--- src/rtl/fifo_write_arbiter.sv ---
// Round-robin write-port scheduler in front of the CDC FIFO write side.
// One requester is granted at a time for a burst of up to MAX_BURST beats.
module fifo_write_arbiter #(
  parameter int NUM_REQ    = 4,
  parameter int DATA_WIDTH = 4,
  parameter int MAX_BURST  = 4
) (
  input  logic                            clk,
  input  logic                            rst_n,
  input  logic [NUM_REQ-1:0]              req_valid,
  input  logic [NUM_REQ*DATA_WIDTH-1:0]   req_data,
  input  logic [NUM_REQ-1:0]              req_last,
  output logic [NUM_REQ-1:0]              req_ready,
  input  logic                            fifo_full,
  output logic [DATA_WIDTH-1:0]           fifo_write_data,
  output logic                            fifo_write_increment,
  output logic [$clog2(NUM_REQ)-1:0]      grant_id,
  output logic                            busy,
  output logic [3:0]                      beat_count
);

  localparam int GW = $clog2(NUM_REQ);
  localparam logic [3:0] BURST_LAST = 4'(MAX_BURST - 1);

  typedef enum logic {IDLE, GRANT} state_t;

  state_t        state;
  logic [GW-1:0] last_q;
  logic [GW-1:0] winner;
  logic [GW-1:0] cand;
  logic          found;
  logic          g_valid;
  logic          g_last;
  logic          beat;
  logic          release_now;

  // Search last+1, last+2, ... with explicit wrap so non-power-of-two NUM_REQ works.
  always_comb begin
    winner = '0;
    found  = 1'b0;
    cand   = last_q;
    for (int k = 0; k < NUM_REQ; k++) begin
      cand = (cand == GW'(NUM_REQ - 1)) ? '0 : cand + 1'b1;
      if (!found && req_valid[cand]) begin
        winner = cand;
        found  = 1'b1;
      end
    end
  end

  always_comb begin
    g_valid         = req_valid[grant_id];
    g_last          = req_last[grant_id];
    beat            = busy & g_valid & ~fifo_full;
    req_ready       = '0;
    fifo_write_data = '0;
    if (busy) begin
      req_ready[grant_id] = ~fifo_full;
      for (int i = 0; i < NUM_REQ; i++) begin
        if (grant_id == GW'(i)) fifo_write_data = req_data[i*DATA_WIDTH +: DATA_WIDTH];
      end
    end
    fifo_write_increment = beat;
    // A requester gap ends the grant even while the FIFO is full.
    release_now = busy & (~g_valid | (beat & (g_last | (beat_count == BURST_LAST))));
  end

  always_ff @(posedge clk or negedge rst_n) begin
    if (!rst_n) begin
      state      <= IDLE;
      busy       <= 1'b0;
      grant_id   <= '0;
      last_q     <= GW'(NUM_REQ - 1);
      beat_count <= '0;
    end else begin
      case (state)
        IDLE: begin
          if (found) begin
            state      <= GRANT;
            busy       <= 1'b1;
            grant_id   <= winner;
            last_q     <= winner;
            beat_count <= '0;
          end
        end
        GRANT: begin
          if (release_now) begin
            state      <= IDLE;
            busy       <= 1'b0;
            beat_count <= '0;
          end else if (beat) begin
            beat_count <= beat_count + 4'd1;
          end
        end
      endcase
    end
  end

endmodule

--- config.mk ---
export PLATFORM = sky130hd
export DESIGN_NAME = fifo_write_arbiter
export DESIGN_NICKNAME = d
export VERILOG_FILES = /design/src/rtl/fifo_write_arbiter.sv
export SDC_FILE = /design/constraint.sdc
export NUM_CORES = 1
export LEC_CHECK = 0
export BUFFER_PORTS_ARGS = -buffer_cell sky130_fd_sc_hd__buf_2
export CAP_MARGIN = 20
export CORE_UTILIZATION = 50
export DETAILED_ROUTE_END_ITERATION = 7
export HOLD_SLACK_MARGIN = 0.06
export PLACE_DENSITY_LB_ADDON = 0.15
export SETUP_SLACK_MARGIN = 0.05
export SYNTH_ARGS = -nofsm -noshare
export SYNTH_HDL_FRONTEND = slang
export SYNTH_SLANG_ARGS = --single-unit
--- constraint.sdc ---
create_clock -name clk -period 4.2 [get_ports clk]
set_input_delay 0.21 -clock clk [delete_from_list [all_inputs] [get_ports clk]]
set_output_delay 0.21 -clock clk [all_outputs]
set_load 0.05 [all_outputs]
==> metrics.csv <==
stage,metric,value,unit
outcome,status,"finished, final reports clean",
setup_path,CP endpoint kind,register,
route,vias per cell,5.91,
global_routing,vias in the first global route,1010,
die,die width,48.4,µm
logic_synthesis,syn avg cell area,9.37,µm²
route,DRT antenna net count,0,
clock_tree,clk sinks,10,
global_routing,first-pass GRT wire length,4.49,mm
timing,worst rel slew slack,0.686,
hold_path,HP Class,in -> reg,
logic_synthesis,number of synthesized register bits,10,
timing,Worst-Margin Slew,472,ps
clock_tree,worst-case clock buffer depth,2,
die,core box area,2000,µm²
timing,Fin Setup TNS,0,ps
run,max cap viols,0,
route,routed length per instance,14.2,µm
die,die area,2340,µm²
global_routing,gr ovfl total,0,
setup_path,CP Capture Point,grant_id[1]$_DFFE_PN0P_,
finish,number of inserted diodes,0,
die,chip height,48.4,µm
setup_path,cell chain of the critical path,ha_1 > xnor2_1 > a2111oi_0 > a211oi_1 > o31ai_1 > o21a_1,
logic_synthesis,Synthesis Warnings,0,
clock_tree,htree depth,1,
global_routing,initial antenna violation count,0,
placed_design,Final HPWL DP,1.91,mm
setup_path,R2R cell count,6,
die,Ports,43,
placed_design,worst slack at placement,2020,ps
setup_path,reg2reg start,last_q[0]$_DFFE_PN1P_,
timing,RSZ-0062 raised after global routing,no,
setup_path,Worst Path Required,4410,ps
timing,setup ws final,1990,ps
die,initial core utilization,0.538,
route,drt first pass iters,4,
logic_synthesis,"top cells by area, synth","dfrtp_1 19%, mux4_1 9.8%, mux4_2 6.3%, dfstp_2 4.9%, nor2_1 4.9%",
timing,skew final,4.61,ps
logic_synthesis,synth cell count leaders,"14 x nor2_1, 8 x dfrtp_1, 5 x buf_2, 5 x nand3_1",
placed_design,port bufs,42,
logic_synthesis,top cell type by total area after synthesis,dfrtp_1,
logic_synthesis,share of Yosys cell area claimed by the top area cell type,0.186,
setup_path,R2R Setup Slk,1990,ps
route,Residual DRC,0,
finish,final core utilization,0.653,
timing,Final Cycle Share,0.525,
clock_tree,clock root cell,clkbuf_4,
setup_path,critical path launch point type,register,
route,Routed WL,2.54,mm
finish,Final nets,182,
timing,final hold violations,0,
setup_path,Setup CP Type,reg -> reg,
clock_tree,clk_lat worst skew,270,ps
setup_path,Critical Path Slowest Stage Cell,dfstp_2,
setup_path,Setup crit start,last_q[0]$_DFFE_PN1P_,
logic_synthesis,Post-synth EDFFs,0,
die,site row count,16,
setup_path,Reg-to-Reg End,grant_id[1]$_DFFE_PN0P_,
timing,Fmax,0.453,GHz
timing,"Slew Viols, Final",0,
setup_path,"slowest stage delay, CP",660,ps
route,1st-iter DRT viols,29,
logic_synthesis,Mapped Area,1080,µm²
setup_path,WP data arrival,2410,ps
timing,minimum clock period after layout,2210,ps
clock_tree,Clock Pin Slew Worst Setup and Hold Paths,70,ps
timing,Final setup viols,0,
power_and_ir_drop,VDD IR-drop max,0.353,mV
finish,layout cell share with drive strength beyond 1,0.388,
clock_tree,CTS resizes,0,
logic_synthesis,"FFs w/ async S/R, synth",1.00,
clock_tree,CTS buffer count,3,
logic_synthesis,Syn Inst Count,115,
logic_synthesis,register area share after synthesis,0.235,
power_and_ir_drop,leak pwr,0.632,nW
logic_synthesis,post-synth cell types,51,
placed_design,routability cong.,0.807,
logic_synthesis,"Top FF cell, synth",dfrtp_1,
global_routing,Total GRT Usage,0.243,
global_routing,pin count of the biggest net entering global routing,16,
clock_tree,CTS tree,yes,
route,via count,1058,
logic_synthesis,syn nets,144,
finish,area growth from synthesis to layout,21.3,%
power_and_ir_drop,pwr dens,523,nW/µm²
logic_synthesis,most common cell in the synthesized netlist,nor2_1,
setup_path,Crit Path Max Fanout,14,
[metrics by stage]
step	power [W]	instances	hold slack (ps)	cell area, µm²
after detailed placement	0.000596	174	84.6	1260
after CTS	0.000685	179	309	1310
after global placement	0.000579	174	78.9	1260
after floorplan	0.000531	115	-85.6	1080
final	0.000683	179	319	1310
after global routing	0.000743	179	333	1310
[critical path, delay by kind of cell, from the launching register on]
family | cells | cell delay (ps)
xor+xnor | 1 | 180
flops | 1 | 660
compound gates | 4 | 880
fa+ha+maj | 1 | 420
[cells in the final DEF, fill, tap and decap left out, types with 2 or more instances in the layout]
cell type / netlist / final
buf_2: 5 / 42
nor2_1: 14 / 14
dfrtp_1: 8 / 8
nand3_1: 5 / 5
mux2i_1: 4 / 4
mux4_1: 4 / 4
and2_1: 4 / 4
inv_1: 4 / 4
a21oi_1: 4 / 4
nand2_1: 4 / 4
nand3b_1: 3 / 3
mux4_2: 3 / 3
nor2b_1: 3 / 3
clkbuf_4: 0 / 3
or3b_1: 2 / 2
a31oi_1: 2 / 2
o31ai_1: 2 / 2
a32oi_1: 2 / 2
xor2_1: 2 / 2
o21ai_0: 2 / 2
o211ai_1: 2 / 2
o21a_1: 2 / 2
ha_1: 2 / 2
dfstp_2: 2 / 2
[logic make-up (layout without fill, tap and decap cells)]
group	after synthesis	count (layout)	synth area share
xor gates and xnor gates	3	3	0.0244
AOI/OAI and AO/OA	26	26	0.178
adders and majority gates	2	2	0.0232
buffers and inverters	14	51	0.0708
and+or+nand+nor	48	48	0.261
muxes	12	12	0.208
DFF	10	10	0.235
[sequential cells by signal, indices dropped and copies added, names as in the netlist]
register	flops
beat_count	4
busy	1
grant_id	2
last_q	2
state	1
[worst min path at each step]
stage,from,end,cells past startpoint
2_1_floorplan,rst_n,beat_count[0]$_DFFE_PN0P_,0
3_3_place_gp,rst_n,beat_count[3]$_DFFE_PN0P_,1
3_5_place_dp,rst_n,beat_count[3]$_DFFE_PN0P_,1
4_1_cts,fifo_full,busy$_DFFE_PN0P_,3
5_1_grt,rst_n,grant_id[0]$_DFFE_PN0P_,2
6_report,fifo_full,busy$_DFFE_PN0P_,3
[final cells by class]
cell class | count | area [µm²]
timing repair buffer | 43 | 220
sequential | 10 | 253
tap | 27 | 33.8
fill | 183 | 696
multi-input combinational | 91 | 748
inverter | 4 | 15.0
clock buffer | 4 | 36.3
[power by group]
| group | internal [W] | total, W | switching [W] |
|---|---|---|---|
| Clock | 0.0000527 | 0.0000868 | 0.0000341 |
| Sequential | 0.000128 | 0.000195 | 0.0000668 |
| Combinational | 0.000185 | 0.000401 | 0.000217 |
[timing repair]
| item | 4_1_cts | 5_1_grt |
|---|---|---|
| hold endpoints to repair | 10 | 0 |
| hold buffers | 1 | 0 |
| setup buffers | 0 | 0 |
[per-layer routing]
layer | vias up | track usage | wire length [µm]
met1 | 500 | 0.299 | 1110
met3 | 2 | 0.0723 | 175
met4 | 0 | 0.0882 | 8
li1 | 514 | - | -
met2 | 42 | 0.404 | 1240
met5 | - | 0 | 0
No activity file was read; power rests on OpenSTA's default activity.
